## src/rtl/serial_add_sub.sv

```systemverilog
// -----------------------------------------------------------------------------
// serial_add_sub
//
// Multi-cycle adder/subtractor. A WIDTH-bit operand pair is consumed CHUNK bits
// per clock, LSB chunk first, through a CHUNK-long ripple of full-add or
// full-subtract cells. The carry/borrow is registered between beats, so the
// datapath area scales with CHUNK rather than WIDTH.
//
// Ports
//   clk          rising-edge clock
//   rst_n        asynchronous active-low reset
//   start_valid  operands and mode are valid
//   start_ready  block can accept a new operation (registered-state decode)
//   mode         0 = add, 1 = subtract
//   a, b         operands (a is minuend, b is subtrahend for subtract)
//   cin          carry-in (add) or borrow-in (subtract)
//   res_valid    result/cout/ovf are valid (registered-state decode)
//   res_ready    consumer accepts the result
//   result       a+b+cin or a-b-cin, modulo 2^WIDTH
//   cout         carry-out (add) or borrow-out (subtract)
//   ovf          two's-complement overflow
//
// state   | meaning
// --------+-----------------------------------------------------------------
// IDLE    | waiting for start_valid; start_ready=1
// RUN     | one CHUNK-bit beat per cycle, NBEATS beats in total
// DONE    | result held with res_valid=1 until res_ready
// -----------------------------------------------------------------------------
module serial_add_sub #(
    parameter int WIDTH = 8,
    parameter int CHUNK = 1
) (
    input  logic             clk,
    input  logic             rst_n,
    input  logic             start_valid,
    output logic             start_ready,
    input  logic             mode,
    input  logic [WIDTH-1:0] a,
    input  logic [WIDTH-1:0] b,
    input  logic             cin,
    output logic             res_valid,
    input  logic             res_ready,
    output logic [WIDTH-1:0] result,
    output logic             cout,
    output logic             ovf
);

    localparam int NBEATS = WIDTH / CHUNK;
    localparam int CNT_W  = (NBEATS > 1) ? $clog2(NBEATS) : 1;
    localparam logic [CNT_W-1:0] LAST_BEAT = CNT_W'(NBEATS - 1);

    generate
        if (WIDTH < 1 || CHUNK < 1 || (WIDTH % CHUNK) != 0) begin : g_bad_param
            $error("serial_add_sub: CHUNK must be >= 1 and divide WIDTH exactly");
        end
    endgenerate

    typedef enum logic [1:0] {
        ST_IDLE = 2'd0,
        ST_RUN  = 2'd1,
        ST_DONE = 2'd2
    } state_t;

    state_t state_q;
    state_t state_d;

    logic [WIDTH-1:0] a_sh;
    logic [WIDTH-1:0] b_sh;
    logic [WIDTH-1:0] res_sh;
    logic             carry_q;
    logic             mode_q;
    logic             a_msb_q;
    logic             b_msb_q;
    logic [CNT_W-1:0] beat_q;

    logic             accept;
    logic             run_beat;
    logic             last_beat;

    logic [CHUNK-1:0] chunk_sum;
    logic             chain_out;
    logic [WIDTH-1:0] a_next;
    logic [WIDTH-1:0] b_next;
    logic [WIDTH-1:0] res_next;
    logic             ovf_next;

    // ------------------------------------------------------------------
    // FSM
    // ------------------------------------------------------------------
    always_ff @(posedge clk or negedge rst_n) begin
        if (!rst_n) begin
            state_q <= ST_IDLE;
        end else begin
            state_q <= state_d;
        end
    end

    always_comb begin
        state_d   = state_q;
        accept    = 1'b0;
        run_beat  = 1'b0;
        last_beat = 1'b0;
        case (state_q)
            ST_IDLE: begin
                if (start_valid) begin
                    accept  = 1'b1;
                    state_d = ST_RUN;
                end
            end
            ST_RUN: begin
                run_beat = 1'b1;
                if (beat_q == LAST_BEAT) begin
                    last_beat = 1'b1;
                    state_d   = ST_DONE;
                end
            end
            ST_DONE: begin
                if (res_ready) begin
                    state_d = ST_IDLE;
                end
            end
            default: begin
                state_d = ST_IDLE;
            end
        endcase
    end

    // Handshake outputs come straight from the state register, so there is
    // no combinational path from start_valid/res_ready to either of them.
    assign start_ready = (state_q == ST_IDLE);
    assign res_valid   = (state_q == ST_DONE);

    // ------------------------------------------------------------------
    // CHUNK-long ripple of full-add / full-subtract cells
    // ------------------------------------------------------------------
    always_comb begin : p_chain
        logic c;
        logic ai;
        logic bi;
        c         = carry_q;
        chunk_sum = '0;
        for (int i = 0; i < CHUNK; i++) begin
            ai           = a_sh[i];
            bi           = b_sh[i];
            chunk_sum[i] = ai ^ bi ^ c;
            if (mode_q) begin
                // borrow out of a - b - c
                c = (~ai & bi) | (~(ai ^ bi) & c);
            end else begin
                c = (ai & bi) | (c & (ai ^ bi));
            end
        end
        chain_out = c;
    end

    // Operands shift right by CHUNK each beat; result bits enter at the MSB
    // end so that after NBEATS beats the first chunk has reached the LSBs.
    generate
        if (CHUNK == WIDTH) begin : g_single_beat
            assign a_next   = '0;
            assign b_next   = '0;
            assign res_next = chunk_sum;
        end else begin : g_multi_beat
            assign a_next   = {{CHUNK{1'b0}}, a_sh[WIDTH-1:CHUNK]};
            assign b_next   = {{CHUNK{1'b0}}, b_sh[WIDTH-1:CHUNK]};
            assign res_next = {chunk_sum, res_sh[WIDTH-1:CHUNK]};
        end
    endgenerate

    // Operand sign bits are kept aside because the shift registers lose them.
    always_comb begin
        if (mode_q) begin
            ovf_next = (a_msb_q != b_msb_q) && (res_next[WIDTH-1] != a_msb_q);
        end else begin
            ovf_next = (a_msb_q == b_msb_q) && (res_next[WIDTH-1] != a_msb_q);
        end
    end

    // ------------------------------------------------------------------
    // Datapath registers
    // ------------------------------------------------------------------
    always_ff @(posedge clk or negedge rst_n) begin
        if (!rst_n) begin
            a_sh    <= '0;
            b_sh    <= '0;
            res_sh  <= '0;
            carry_q <= 1'b0;
            mode_q  <= 1'b0;
            a_msb_q <= 1'b0;
            b_msb_q <= 1'b0;
            beat_q  <= '0;
            result  <= '0;
            cout    <= 1'b0;
            ovf     <= 1'b0;
        end else if (accept) begin
            a_sh    <= a;
            b_sh    <= b;
            res_sh  <= '0;
            // Loading cin here makes carry_q the chain input on beat 0, so
            // every beat reads the same register.
            carry_q <= cin;
            mode_q  <= mode;
            a_msb_q <= a[WIDTH-1];
            b_msb_q <= b[WIDTH-1];
            beat_q  <= '0;
        end else if (run_beat) begin
            a_sh    <= a_next;
            b_sh    <= b_next;
            res_sh  <= res_next;
            carry_q <= chain_out;
            if (last_beat) begin
                result <= res_next;
                cout   <= chain_out;
                ovf    <= ovf_next;
            end else begin
                beat_q <= beat_q + CNT_W'(1);
            end
        end
    end

endmodule

```

## config.mk

```make
export PLATFORM = sky130hd
export DESIGN_NAME = serial_add_sub
export DESIGN_NICKNAME = d
export VERILOG_FILES = /design/src/rtl/serial_add_sub.sv
export SDC_FILE = /design/constraint.sdc
export NUM_CORES = 1
export LEC_CHECK = 0
export ABC_AREA = 0
export CAP_MARGIN = 20
export CORE_MARGIN = 2
export CORE_UTILIZATION = 51
export CTS_CLUSTER_SIZE = 25
export DETAILED_ROUTE_END_ITERATION = 10
export GPL_ROUTABILITY_DRIVEN = 1
export PLACE_DENSITY = 0.78
export SLEW_MARGIN = 20
export SYNTH_ARGS = -nofsm -noshare
export SYNTH_HDL_FRONTEND = slang
export SYNTH_SLANG_ARGS = --single-unit
export TNS_END_PERCENT = 20
```

## constraint.sdc

```tcl
create_clock -name clk -period 1.8 [get_ports clk]
set_input_delay 0.27 -clock clk [delete_from_list [all_inputs] [get_ports clk]]
set_output_delay 0.27 -clock clk [all_outputs]
set_load 0.02 [all_outputs]
```

==> impl_metrics.yaml, run 1 <==
synthesis:
  yosys_register_bits: 42
  postSynthCellCount: 159
  synth.top_cells.by_area: "sky130_fd_sc_hd__dfrtp_1 (58%), sky130_fd_sc_hd__nand2_1 (9.1%), sky130_fd_sc_hd__mux2_2 (8.1%)"
  yosys.area.top_type_share_pct: 57.9
  ys_warn_count: 0
  synth_cell_types: 23
  cell_area_after_technology_mapping_sq_um: 1810
  avgSynthCellArea_sq_um: 11.4
  synth_edf_count: 0
  synth_fp_nets: 185
  synth_seq_area_share_pct: 57.9
  async_reset_ff_share_pct: 100
  ys.flop_type: "sky130_fd_sc_hd__dfrtp_1"
  post-synth-top-area-cell: "sky130_fd_sc_hd__dfrtp_1"
place:
  gp_congestion: 0.721
  port_buffers: 33
  place_hpwl_um: 2420
  placedCellCount: 235
worst_setup_path:
  criticalPathCategory: "reg -> reg"
  crit_path_max_incr_delay_ns: 0.41
  setup.worst_path.start_class: "flop"
  cp_num_buf_inv: 0
  crit_path_frequent_cell: "sky130_fd_sc_hd__ha_1"
  crit_chain: "ha_1 > ha_1 > nand3b_1 > mux2_2"
  critical-path-slowest-cell: "sky130_fd_sc_hd__dfrtp_1"
  arrival_ns: 1.91
  setup.worst_path.end_class: "flop"
  cp_max_fo: 10
  crit_family: "adder cells"
  data_required_time_of_the_worst_path_ns: 2.02
cts:
  clk_pin_slew_worst_paths_ns: 0.11
  clk_latency_ns: 0.33
  clock_tree.htree_level_count: 2
  cts_tree: "built"
  clock_tree.buffer_depth: 2
  numClockSinks: 42
  root_buffer: "sky130_fd_sc_hd__clkbuf_4"
  cts_made_buffers: 5
  post_cts_buffers: 0
global_route:
  number_of_antenna_violations_at_the_first_check_in_global_routing: 0
  gr_overflow_total: 0
  track_usage_pct: 18.2
  use_met2_pct: 31.2
  number_of_global_route_vias_before_repair: 1313
  wire_length_of_the_first_global_routing_pass_um: 5790
  grt_use_met3_pct: 4.29
  met1_usage_pct: 22.8
  busiest_layer: "met2"
  maximum_number_of_pins_on_one_net_before_global_route_repair: 43
detailed_routing:
  detail_route.first_pass.iterations: 4
  via_per_inst: 5.19
  average_routed_wire_per_standard_cell_um: 13.4
  vias: 1262
  antenna_violating_nets_post_route: 0
  route.final.wire_length_um: 3260
  detail_route.iter0.violations: 47
  drc: 0
flow_run:
  timing.max_cap.violations: 0
layout:
  areaGrowthSynthToFinish_pct: 23.9
  final_layout_size_suffix_gt1_share_pct: 14.7
  diodes: 0
  finish.cell_count_without_fillers: 243
  layout.cells.most_common: "sky130_fd_sc_hd__nand2_1"
  post-route-util_pct: 66.3
  final_nets: 223
  most-common-layout-cells: "sky130_fd_sc_hd__nand2_1 (44), sky130_fd_sc_hd__dfrtp_1 (41), sky130_fd_sc_hd__clkdlybuf4s50_1 (30)"
floorplanning:
  core_area_sq_um: 3390
  placement_rows: 21
  die_area_sq_um: 4050
  initial_utilization_pct: 53.5
  die_y_um: 63.6
  ios: 34
  die_w_um: 63.6
timing:
  timing_hold_violations_final: 0
  tightestPinTransition_ns: 0.504
  fin_crit_ns: 1.68
  slew_violations: 0
  max-slew-margin-rel_pct: 66.4
  setup-tns-final_ns: 0
  worst_clock_skew_ns: 0.00667
  fmaxAchievable_ghz: 0.594
  final_setup_violation_count: 0
  final_min_period_over_clock_period_pct: 93.6
  holdWs_ns: 0.488
  rsz0062_at_grt: "false"
power_and_ir_drop:
  fin_total_pwr_mw: 3.58
  ir_worst_vdd_v: 0.000728
  power_density_nw_per_um2: 1600
  static-leakage-power_nw: 1.06
min_path:
  worstHoldPathType: "in -> reg"
status:
  run_status: "finished clean"
==> flip-flops by register name, summed over array words and instances (netlist names), 2 cells and up <==
| signal | count |
|---|---|
| b_sh | 8 |
| beat_q | 3 |
| a_sh | 8 |
| result | 8 |
| res_sh | 7 |
| state_q | 2 |
==> final cells by class <==
cell class	instances	area (sq um)
inverter	5	18.8
fill	253	1140
timing repair buffer	39	383
clock buffer	7	45.0
tap	46	57.6
multi-input combinational	104	691
sequential	42	1050
==> layer usage <==
layer / routed length (um) / vias to the layer above
met5: 0 / -
met4: 44 / 0
met3: 154 / 7
met2: 1700 / 40
met1: 1360 / 605
li1: - / 610
==> cell families (layout without fill, tap and decap cells) <==
group / Yosys count / after routing / share of synthesized area [%]
simple gates: 55 / 55 / 13.7
mux: 14 / 14 / 8.62
fa+ha+maj: 4 / 4 / 3.59
xor+xnor: 1 / 1 / 0.483
compound gates: 30 / 30 / 11.7
flops: 42 / 42 / 57.9
buf+inv: 13 / 51 / 4.00
==> final timing paths <==
| path | startpoint | endpoint | slack [ns] | cells past startpoint |
|---|---|---|---|---|
| worst min-delay path | res_ready | state_q[1] | 0.49 | 2 |
| worst max register to register | beat_q[0] | result[5] | 0.12 | 4 |
| worst max-delay path | beat_q[0] | result[5] | 0.12 | 4 |
| min in group asynchronous | rst_n | result[1] | 0.51 | 3 |
| max in group asynchronous | rst_n | state_q[0] | 0.92 | 3 |
| worst min register to register | b_sh[1] | b_sh[1] | 0.49 | 2 |
==> where the power goes <==
part	internal [mW]	switching [mW]	total, mW
Clock	0.148	0.266	0.413
Sequential	1.34	0.273	1.62
Combinational	0.763	0.792	1.55
Total	2.25	1.33	3.58
==> per-stage QoR <==
| stage | instance area [sq um] | setup slack, ns |
|---|---|---|
| detailed placement | 2190 | 0.0854 |
| CTS | 2250 | 0.0968 |
| global route | 2250 | 0.0289 |
| floorplan | 1810 | 0.277 |
| global placement | 2190 | 0.151 |
| finish | 2250 | 0.115 |
==> Yosys cell counts (all sizes together), types with 3 or more instances <==
master / number
a22o: 4
a22oi: 14
buf: 8
dfrtp: 42
inv: 5
mux2: 13
nand2: 44
nor2: 3
nor2b: 3
o21ai: 10
==> repair_timing <==
item | in CTS | in global routing
setup endpoints to repair | 2 | 0
endpoints found under the hold margin | 42 | 0
resized for setup | 3 | 0
hold buffers | 1 | 0
==> worst register-to-register path, cell delays in order, from the launching register on <==
cell and delay, ns:
sky130_fd_sc_hd__dfrtp_1 0.41, sky130_fd_sc_hd__ha_1 0.20, sky130_fd_sc_hd__ha_1 0.21, sky130_fd_sc_hd__nand3b_1 0.36
sky130_fd_sc_hd__mux2_2 0.40
(Power assumes the default switching activity.)
==> run 2, diff against run 1 <==
Settings changed: CAP_MARGIN 20 to 30.
==> results of run 2 <==
Final layout, timing and power as in run 1 (identical DEF).
